### src/rtl/fetch_ctrl.sv
// -----------------------------------------------------------------------------
// fetch_ctrl
// Sequencing controller for the instruction-fetch PC and the instruction-memory
// request. It generates ice/iaddr: a boot delay after reset, sequential PC+4,
// branch/jump redirect with MIPS delay-slot semantics, and exception flush
// redirect. It also handles hazard stalls and instruction-memory wait states,
// and feeds the IF/ID register through pc/inst_valid_o.
//
// Optional feature macro: FETCH_ALIGN_CHECK_EN
//   defined   : adds adel_o. A misaligned branch target is ignored, so fetch
//               stays sequential, and adel_o pulses for one cycle.
//   undefined : no adel_o. Target bits [1:0] are forced to zero on iaddr.
//
// Ports:
//   cpu_clk_50M   in   1   clock, rising edge
//   cpu_rst_n     in   1   asynchronous active-low reset
//   stall_i       in   1   hazard unit: hold fetch
//   br_taken_i    in   1   branch/jump taken (one-cycle pulse)
//   br_target_i   in  32   branch/jump target
//   flush_i       in   1   exception flush (one-cycle pulse)
//   flush_pc_i    in  32   exception handler address
//   imem_ready_i  in   1   memory accepts the request presented this cycle
//   ice           out  1   instruction memory request valid
//   iaddr         out 32   instruction memory address
//   pc            out 32   address of the instruction flagged by inst_valid_o
//   inst_valid_o  out  1   instruction accepted last cycle is live
//   adel_o        out  1   misaligned redirect (FETCH_ALIGN_CHECK_EN only)
// -----------------------------------------------------------------------------
module fetch_ctrl #(
  parameter logic [31:0] PC_INIT     = 32'h0000_0000,
  parameter int unsigned RESET_DELAY = 1
) (
  input  logic        cpu_clk_50M,
  input  logic        cpu_rst_n,
  input  logic        stall_i,
  input  logic        br_taken_i,
  input  logic [31:0] br_target_i,
  input  logic        flush_i,
  input  logic [31:0] flush_pc_i,
  input  logic        imem_ready_i,
  output logic        ice,
  output logic [31:0] iaddr,
  output logic [31:0] pc,
  output logic        inst_valid_o
`ifdef FETCH_ALIGN_CHECK_EN
  ,
  output logic        adel_o
`endif
);

  typedef enum logic [1:0] {
    S_BOOT,
    S_FETCH,
    S_WAIT,
    S_STALL
  } state_t;

  state_t      state;
  logic [3:0]  boot_cnt;

  // Redirect that arrived while no request was being accepted.
  logic        pend_valid;
  logic        pend_flush;
  logic [31:0] pend_addr;

  logic        br_ok;
  logic [31:0] br_addr;
  logic [31:0] flush_addr;
  logic        redir_valid;
  logic [31:0] redir_addr;
  logic        pend_valid_n;
  logic        pend_flush_n;
  logic [31:0] pend_addr_n;
  logic        squash;
  logic [31:0] seq_addr;

`ifdef FETCH_ALIGN_CHECK_EN
  logic        br_misaligned;

  // A misaligned branch target is dropped. The exception handler address is
  // trusted as given.
  always_comb begin
    br_misaligned = br_taken_i && (br_target_i[1:0] != 2'b00);
    br_ok         = br_taken_i && !br_misaligned;
    br_addr       = br_target_i;
    flush_addr    = flush_pc_i;
  end
`else
  // Without the check, targets are taken as given but forced word-aligned.
  always_comb begin
    br_ok      = br_taken_i;
    br_addr    = br_target_i & 32'hFFFF_FFFC;
    flush_addr = flush_pc_i & 32'hFFFF_FFFC;
  end
`endif

  // Resolve which redirect, if any, replaces the sequential address.
  // Priority: a live flush, then a pending flush, then a live branch, then a
  // pending branch. A branch must never override an outstanding flush.
  always_comb begin
    redir_valid = 1'b0;
    redir_addr  = iaddr;
    if (flush_i) begin
      redir_valid = 1'b1;
      redir_addr  = flush_addr;
    end else if (pend_valid && pend_flush) begin
      redir_valid = 1'b1;
      redir_addr  = pend_addr;
    end else if (br_ok) begin
      redir_valid = 1'b1;
      redir_addr  = br_addr;
    end else if (pend_valid) begin
      redir_valid = 1'b1;
      redir_addr  = pend_addr;
    end
  end

  // Next value of the pending register when no request is accepted this edge.
  // A flush overwrites a pending branch, but a branch never replaces a flush.
  always_comb begin
    pend_valid_n = pend_valid;
    pend_flush_n = pend_flush;
    pend_addr_n  = pend_addr;
    if (flush_i) begin
      pend_valid_n = 1'b1;
      pend_flush_n = 1'b1;
      pend_addr_n  = flush_addr;
    end else if (br_ok && !(pend_valid && pend_flush)) begin
      pend_valid_n = 1'b1;
      pend_flush_n = 1'b0;
      pend_addr_n  = br_addr;
    end
  end

  // The instruction accepted alongside a flush, or while one is pending,
  // belongs to the abandoned stream.
  assign squash   = flush_i || (pend_valid && pend_flush);
  assign seq_addr = iaddr + 32'd4;

  // Main sequencer. It registers ice/iaddr toward memory and pc/inst_valid_o
  // toward IF/ID. ice is high only in FETCH and WAIT, so acceptance can only
  // happen in those states.
  always_ff @(posedge cpu_clk_50M or negedge cpu_rst_n) begin
    if (!cpu_rst_n) begin
      state        <= S_BOOT;
      boot_cnt     <= 4'd0;
      ice          <= 1'b0;
      iaddr        <= PC_INIT;
      pc           <= PC_INIT;
      inst_valid_o <= 1'b0;
      pend_valid   <= 1'b0;
      pend_flush   <= 1'b0;
      pend_addr    <= 32'd0;
`ifdef FETCH_ALIGN_CHECK_EN
      adel_o       <= 1'b0;
`endif
    end else begin
      inst_valid_o <= 1'b0;
`ifdef FETCH_ALIGN_CHECK_EN
      adel_o       <= (state != S_BOOT) && br_misaligned;
`endif
      case (state)
        S_BOOT: begin
          if (boot_cnt == 4'(RESET_DELAY - 1)) begin
            state <= S_FETCH;
            ice   <= 1'b1;
            iaddr <= PC_INIT;
          end else begin
            boot_cnt <= boot_cnt + 4'd1;
          end
        end

        S_FETCH, S_WAIT: begin
          if (imem_ready_i) begin
            iaddr      <= redir_valid ? redir_addr : seq_addr;
            pend_valid <= 1'b0;
            pend_flush <= 1'b0;
            if (!squash) begin
              inst_valid_o <= 1'b1;
              pc           <= iaddr;
            end
            // A stall seen during a wait only bites once the request is done.
            if (stall_i) begin
              state <= S_STALL;
              ice   <= 1'b0;
            end else begin
              state <= S_FETCH;
            end
          end else begin
            // iaddr must stay stable until acceptance, so redirects are parked.
            pend_valid <= pend_valid_n;
            pend_flush <= pend_flush_n;
            pend_addr  <= pend_addr_n;
            if ((state == S_FETCH) && stall_i) begin
              state <= S_STALL;
              ice   <= 1'b0;
            end else begin
              state <= S_WAIT;
            end
          end
        end

        S_STALL: begin
          if (stall_i) begin
            pend_valid <= pend_valid_n;
            pend_flush <= pend_flush_n;
            pend_addr  <= pend_addr_n;
          end else begin
            // ice is low here, so a parked redirect can be applied directly
            // to the next request rather than waiting for an acceptance.
            state      <= S_FETCH;
            ice        <= 1'b1;
            pend_valid <= 1'b0;
            pend_flush <= 1'b0;
            if (redir_valid) begin
              iaddr <= redir_addr;
            end
          end
        end

        default: begin
          state <= S_BOOT;
          ice   <= 1'b0;
        end
      endcase
    end
  end

endmodule

### config.mk
export PLATFORM = sky130hd
export DESIGN_NAME = fetch_ctrl
export DESIGN_NICKNAME = d
export VERILOG_FILES = /design/src/rtl/fetch_ctrl.sv
export SDC_FILE = /design/constraint.sdc
export NUM_CORES = 1
export LEC_CHECK = 0
export CAP_MARGIN = 20
export CELL_PAD_IN_SITES_DETAIL_PLACEMENT = 1
export CELL_PAD_IN_SITES_GLOBAL_PLACEMENT = 2
export CORE_ASPECT_RATIO = 0.9
export CORE_MARGIN = 1
export CORE_UTILIZATION = 34
export CTS_BUF_LIST = sky130_fd_sc_hd__clkbuf_16
export DETAILED_ROUTE_END_ITERATION = 6
export MAX_ROUTING_LAYER = met4
export PLACE_DENSITY = 0.91
export SLEW_MARGIN = 15
export SYNTH_ARGS = -nofsm -noshare
export SYNTH_HDL_FRONTEND = slang
export SYNTH_SLANG_ARGS = --single-unit
### constraint.sdc
create_clock -name cpu_clk_50M -period 4.8 [get_ports cpu_clk_50M]
set_input_delay 0.48 -clock cpu_clk_50M [delete_from_list [all_inputs] [get_ports cpu_clk_50M]]
set_output_delay 0.48 -clock cpu_clk_50M [all_outputs]
set_load 0.05 [all_outputs]
Word level (Yosys, flattened, before mapping)
Cells that the tools add are included.
{"block": "op_classes", "addsub": 2, "eq_ne": 11, "n_mux": 44, "bitwise_logic": 2, "n_reduce_logical": 15}
{"op": "32-bit 2-to-1 mux", "count": 13}
{"op": "32-bit case mux with 3 select lines", "count": 1}
{"op": "32-bit case mux with 2 select lines", "count": 1}
{"op": "32-bit by 3-bit adder with 32-bit output (second input constant)", "count": 1}
{"op": "1-bit 2-to-1 mux", "count": 21}
{"op": "2-bit != test (second input constant)", "count": 6}
{"op": "2-bit 2-to-1 mux", "count": 4}
{"op": "4-bit AND reduction", "count": 2}
{"op": "3-bit != test (second input constant)", "count": 2}
{"op": "2-bit case mux with 3 select lines", "count": 1}
{"op": "3-bit AND reduction", "count": 2}
{"op": "4-bit by 1-bit adder with 4-bit output (second input constant)", "count": 1}
{"op": "2-bit == test (second input constant)", "count": 2}
{"op": "4-bit zero test", "count": 1}
{"op": "1-bit case mux with 2 select lines", "count": 2}
{"op": "2-bit AND reduction", "count": 2}
{"op": "1-bit logical AND", "count": 3}
{"op": "1-bit case mux with 3 select lines", "count": 1}
{"op": "2-bit by 1-bit == test with 1-bit output (second input constant)", "count": 1}
{"op": "2-bit zero test", "count": 1}
{"op": "1-bit inverter", "count": 2}
{"op": "2-bit nonzero test", "count": 1}
{"op": "2-bit OR reduction", "count": 1}
{"op": "1-bit zero test", "count": 1}
{"op": "1-bit logical OR", "count": 1}
{"block": "totals", "reg_bits": 106, "inputBits": 70, "output_inout_bits": 66, "wordCells": 83}

Logic depth before layout (Yosys ltp)
{"block": "logic_depth", "ltp_word": 7, "depth_mapped": 10, "ltp_nobuf": 7}

Worst setup path before layout
No wires, ideal clock.
{"block": "synth_timing", "kind": "reg-to-reg", "from": "register iaddr[2]", "to": "register iaddr[26]", "setup_time_ns": 0.072, "t_arrival_ns": 2.146, "t_required_ns": 4.728, "slack_ns": 2.581, "stages_incl_launch_ff": 7, "path_buffers": 0, "period_less_slack_ns": 2.219, "cell_sequence": "dfrtp_1 > ha_1 > nand3_2 > nor3_4 > nand2_2 > or4_1 > nand4b_1"}
{"block": "synth_between", "elab_chain_cells": 4}
{"element": "from (decl)", "line_no": "42", "source": "output logic [31:0] iaddr,"}
{"element": "from (signal assigned)", "line_no": "175", "source": "iaddr <= redir_valid ? redir_addr : seq_addr;"}
{"element": "from (signal assigned)", "line_no": "216", "source": "iaddr <= redir_addr;"}
{"element": "32-bit by 3-bit adder with 32-bit output", "line_no": "138", "source": "assign seq_addr = iaddr + 32'd4;"}
{"element": "32-bit 2-to-1 mux", "line_no": "175"}
{"element": "32-bit 2-to-1 mux", "line_no": "174", "source": "if (imem_ready_i) begin"}
{"element": "32-bit case mux with 3 select lines", "line_no": "162", "source": "case (state)"}
No other way between the ends. The select of a mux whose other input is x is not followed.
A chain may end at the register's enable or synchronous reset.

Worst setup path in the final report
{"block": "layout_timing", "from": "input br_taken_i", "to": "register iaddr[31]"}
{"block": "layout_between", "elab_chain_cells": 6, "word_cells_on_any_way": 13, "cone_classes": "eq/ne: 1; mux: 11; reduce/logical: 1"}
{"element": "from (decl)", "line_no": "36", "source": "input logic br_taken_i,"}
{"element": "32-bit 2-to-1 mux or 1-bit 2-to-1 mux (tied branches)", "line_no": "109", "source": "end else if (br_ok) begin"}
{"element": "32-bit 2-to-1 mux or 1-bit 2-to-1 mux (tied branches)", "line_no": "106", "source": "end else if (pend_valid && pend_flush) begin"}
{"element": "32-bit 2-to-1 mux or 1-bit 2-to-1 mux (tied branches)", "line_no": "103", "source": "if (flush_i) begin"}
{"element": "32-bit 2-to-1 mux, on equally long branches", "line_no": "215, 175"}
{"element": "32-bit 2-to-1 mux, on equally long branches", "line_no": "204, 174"}
{"element": "32-bit case mux with 3 select lines", "line_no": "162"}
Parallel ways exist; a longest one is shown, timed or not. The select of a mux whose other input is x is not followed.

==> flow_summary.rst <==
.. list-table::
   :header-rows: 1

   * - Metric
     - Value
   * - Drt first pass iters
     - 5
   * - Final critical-path share of the clock period
     - 0.6579
   * - Clk root buf
     - sky130_fd_sc_hd__clkbuf_16
   * - Largest net degree at the start of global routing
     - 77
   * - Die height
     - approximately 130 um
   * - Row cnt
     - 46
   * - Number of synthesized register bits
     - ~100
   * - Critical register-to-register path endpoint
     - iaddr[31]
   * - DRC violations left
     - 0
   * - Inserted Diodes
     - 0
   * - Antenna violations before repair
     - 0
   * - Smallest setup slack after layout
     - roughly 1.6 ns
   * - Final Skew
     - 0.007504 ns
   * - Nature of the critical path endpoint
     - flop
   * - Estimated wirelength of the detail-placed design
     - about 16 mm
   * - Leakage component of the power
     - around 3.2 nW
   * - Slack of the worst reg-to-reg path
     - roughly 1.8 ns
   * - Post-synth EDFFs
     - 0
   * - YS warnings
     - 0
   * - Achievable frequency
     - roughly 320 MHz
   * - X dimension of the die
     - around 140 um
   * - Setup Buffers After CTS
     - 0
   * - GPL Wtd Cong
     - about 0.86
   * - Share of post-route cells with drive strength above 1
     - 0.1042
   * - Number of standard cells in the final layout excluding fillers
     - 998
   * - Quantity of I/O buffers inserted on ports
     - 131
   * - Total length of routed wires
     - 22.58 mm
   * - Maximum capacitance violations
     - 0
   * - Number of library cell types mapped by synthesis
     - 67
   * - Power density normalized to cell area
     - 653.4 mW/mm^2
   * - Count of hold-fix buffers inserted at cts
     - 0
   * - Headroom to the max-slew limit
     - 0.2357
   * - Remaining number of nets flagged by the antenna check after routing
     - 0
   * - Buf+Inv Stages, Crit Path
     - 1
   * - Top delay family on crit path
     - simple AND/OR/NAND/NOR gates
   * - Number of buffers created by CTS
     - 9
   * - Count of clock tree sinks
     - between 100 and 150
   * - Die area
     - roughly 0.019 sq mm
   * - Maximum count of clock buffers along a single path
     - 2
   * - Net count after synthesis
     - approximately 730
   * - Count of instances resized after the clock tree is built
     - 0
   * - Ordered cell list for the critical path
     - clkdlybuf4s50_1 -> nor4b_1 -> or3_1 -> o21ai_0 -> o211ai_1
   * - Class of the most critical hold timing path
     - in -> async
   * - Drt first-iter violations
     - between 300 and 400
   * - Synth async-reset ratio
     - 1.000
   * - Actual slew at the worst max-slew pin
     - 1.146 ns
   * - Total Negative Setup Slacks
     - 0 ns
   * - Initial core utilization
     - 0.3477
   * - Number of nets in the layout
     - around 830
   * - Post-route minimum period
     - between 3 and 4 ns
   * - Area of combinational cells with multiple inputs
     - 0.003266 sq mm
   * - Mapped Cells
     - between 600 and 700
   * - Final instance area
     - 0.007933 sq mm
   * - Final Hold Fails
     - 0
   * - Startpoint of the worst register-to-register path
     - state[0]
   * - I/O pin count
     - around 140
   * - Sequential fraction of the synthesis area
     - 0.4236
   * - Average via count per standard cell
     - between 5 and 6
   * - Clock latency on the worst-skew pair
     - about 0.37 ns
   * - Clock H-tree levels
     - 3
   * - Placed standard-cell area
     - about 0.0076 sq mm
   * - Setup WS pre-CTS
     - ~1.3 ns
   * - Primary FF master, synth
     - sky130_fd_sc_hd__dfrtp_1
   * - Hold WS
     - approximately 0.00062 ns
   * - Synth-to-layout area growth
     - 29.12%
   * - Combined area of all synthesized cells
     - just over 0.006 sq mm
   * - Filler cells
     - a little over 2000
   * - Slowest cell on the critical path
     - sky130_fd_sc_hd__clkdlybuf4s50_1
   * - Final slew viol count
     - 0
   * - Critical path arrival
     - between 3 and 4 ns
   * - Setup crit start kind
     - input pin
   * - Dpl cells
     - a little under 1000
   * - First-pass GRT wire length
     - around 35 mm
   * - Worst Reg2Reg Path Length in Cells
     - 7
   * - CTS clk-pin slew, worst paths
     - approximately 0.070 ns
   * - Clock tree from TritonCTS
     - yes
   * - Setup repair after global routing missed its margin
     - no
   * - Peak supply drop
     - approximately 0.00042 V
   * - Critical Path Max Stage Delay
     - 0.94 ns
   * - Required time at the endpoint of the critical path
     - between 5 and 6 ns
   * - CORE AREA
     - roughly 0.018 sq mm
   * - Endpoints failing setup
     - 0
   * - Average size of a mapped cell
     - 9.408 sq um
   * - GRT Util Overall
     - 0.2608
   * - Outcome
     - completed
   * - Sequential cell area
     - around 0.0026 sq mm
   * - WL per Instance
     - approximately 23 um
   * - Vias in the first global route
     - 6176
   * - Largest fanout of any net on the critical path
     - 30
   * - Total congestion overflow
     - 0
   * - Kind of critical path
     - in -> reg
   * - Routed vias
     - approximately 6000
[state kept, by name (all words and copies together) (netlist names)]
| register | flops |
|---|---|
| pend_flush | 1 |
| ice | 1 |
| boot_cnt | 4 |
| inst_valid_o | 1 |
| pend_valid | 1 |
| pend_addr | 30 |
| state | 2 |
| iaddr | 32 |
| pc | 32 |
[per-layer routing]
metal | share of wire | global-route usage
met5 | 0 | -
met3 | 0.051 | 0.04028
met2 | 0.48 | 0.4255
met4 | 0.029 | 0.1045
met1 | 0.44 | 0.3236
[cells by family after synthesis]
group	count (synthesis)	synth area share
AND/OR/NAND/NOR	210	0.1833
flip-flops	104	0.4236
XOR/XNOR	3	0.004278
multiplexers	51	0.09022
buffers and inverters	63	0.04603
adder cells (fa/ha/maj)	6	0.01222
AO/OA/AOI/OAI	216	0.2403
[worst max-delay path by stage]
| stage | slack, ns | from | to | depth (start not counted) |
|---|---|---|---|---|
| 6_report | 1.64 | br_taken_i | iaddr[31] | 5 |
| 5_1_grt | 1.48 | br_taken_i | iaddr[31] | 5 |
| 4_1_cts | 1.68 | br_taken_i | iaddr[31] | 5 |
| 3_5_place_dp | 1.32 | br_taken_i | iaddr[31] | 5 |
| 3_3_place_gp | 1.53 | br_taken_i | iaddr[31] | 5 |
| 2_1_floorplan | 2.58 | iaddr[2] | iaddr[26] | 6 |
[stage by stage]
step | total power, W | utilization
4_1_cts | 0.005210 | 0.4474
6_report | 0.005183 | 0.4489
2_1_floorplan | 0.003375 | -
5_1_grt | 0.005468 | 0.4489
3_3_place_gp | 0.004270 | 0.4293
3_5_place_dp | 0.004382 | 0.4293
[Yosys cell counts (7+ instances only)]
master                     number  area, sq um
sky130_fd_sc_hd__nand3_1       15        75.07
sky130_fd_sc_hd__o211ai_1      14        105.1
sky130_fd_sc_hd__dfrtp_1      104         2603
sky130_fd_sc_hd__buf_2         21        105.1
sky130_fd_sc_hd__o221ai_1      20        175.2
sky130_fd_sc_hd__and3_1         7        43.79
sky130_fd_sc_hd__o31ai_1        7        52.55
sky130_fd_sc_hd__mux2i_1       16        160.2
sky130_fd_sc_hd__o21ai_0       66        330.3
sky130_fd_sc_hd__clkbuf_1      22        82.58
sky130_fd_sc_hd__nor2b_1       15        93.84
sky130_fd_sc_hd__a21oi_1       24        120.1
sky130_fd_sc_hd__a31oi_1        8        50.05
sky130_fd_sc_hd__mux2_2        35        394.1
sky130_fd_sc_hd__a211oi_1      13        97.59
sky130_fd_sc_hd__nand2_1       79        296.5
sky130_fd_sc_hd__nor2_1        23        86.33
sky130_fd_sc_hd__a21boi_0      21        157.7
sky130_fd_sc_hd__inv_1         10        37.54
sky130_fd_sc_hd__nor3_1        19        95.09
sky130_fd_sc_hd__nand4_1       13        81.33
[cell type report]
class,instances,share of cell area
Clock buffer,9,0.02839
Clock inverter,7,0.01199
Inverter,10,0.004732
Multi-Input combinational cell,486,0.4117
Sequential cell,104,0.3281
Tap cell,240,0.03785
Timing Repair Buffer,142,0.1773
[cell usage in the layout (no fill, tap or decap), types with 8 or more instances in the layout]
| cell type | netlist | layout |
|---|---|---|
| sky130_fd_sc_hd__nand3_1 | 15 | 15 |
| sky130_fd_sc_hd__clkbuf_16 | 0 | 9 |
| sky130_fd_sc_hd__nor2b_1 | 15 | 15 |
| sky130_fd_sc_hd__nor3_1 | 19 | 19 |
| sky130_fd_sc_hd__o211ai_1 | 14 | 14 |
| sky130_fd_sc_hd__nand2_1 | 79 | 79 |
| sky130_fd_sc_hd__a21oi_1 | 24 | 24 |
| sky130_fd_sc_hd__dfrtp_1 | 104 | 104 |
| sky130_fd_sc_hd__a211oi_1 | 13 | 13 |
| sky130_fd_sc_hd__mux2_2 | 35 | 35 |
| sky130_fd_sc_hd__buf_4 | 3 | 11 |
| sky130_fd_sc_hd__a31oi_1 | 8 | 8 |
| sky130_fd_sc_hd__inv_1 | 10 | 10 |
| sky130_fd_sc_hd__nor2_1 | 23 | 23 |
| sky130_fd_sc_hd__clkdlybuf4s50_1 | 0 | 129 |
| sky130_fd_sc_hd__a21boi_0 | 21 | 21 |
| sky130_fd_sc_hd__mux2i_1 | 16 | 16 |
| sky130_fd_sc_hd__o221ai_1 | 20 | 20 |
| sky130_fd_sc_hd__nand4_1 | 13 | 13 |
| sky130_fd_sc_hd__o21ai_0 | 66 | 66 |
[power by group]
part / total, W / leakage [nW] / switching, W / internal [W]
registers: 0.00167 / 1.34 / 0.000449 / 0.00123
clock network: 0.000813 / 0.156 / 0.000355 / 0.000458
logic: 0.00270 / 1.72 / 0.00175 / 0.000948
[worst reg2reg max path, stage by stage, from the launching register on]
cell and delay (ns):
sky130_fd_sc_hd__dfrtp_1 0.43, sky130_fd_sc_hd__inv_1 0.09, sky130_fd_sc_hd__ha_1 0.51, sky130_fd_sc_hd__inv_1 0.16
sky130_fd_sc_hd__o21ai_2 0.34, sky130_fd_sc_hd__or3_1 0.94, sky130_fd_sc_hd__o21ai_0 0.23, sky130_fd_sc_hd__o211ai_1 0.24
(Power assumes the default switching activity.)
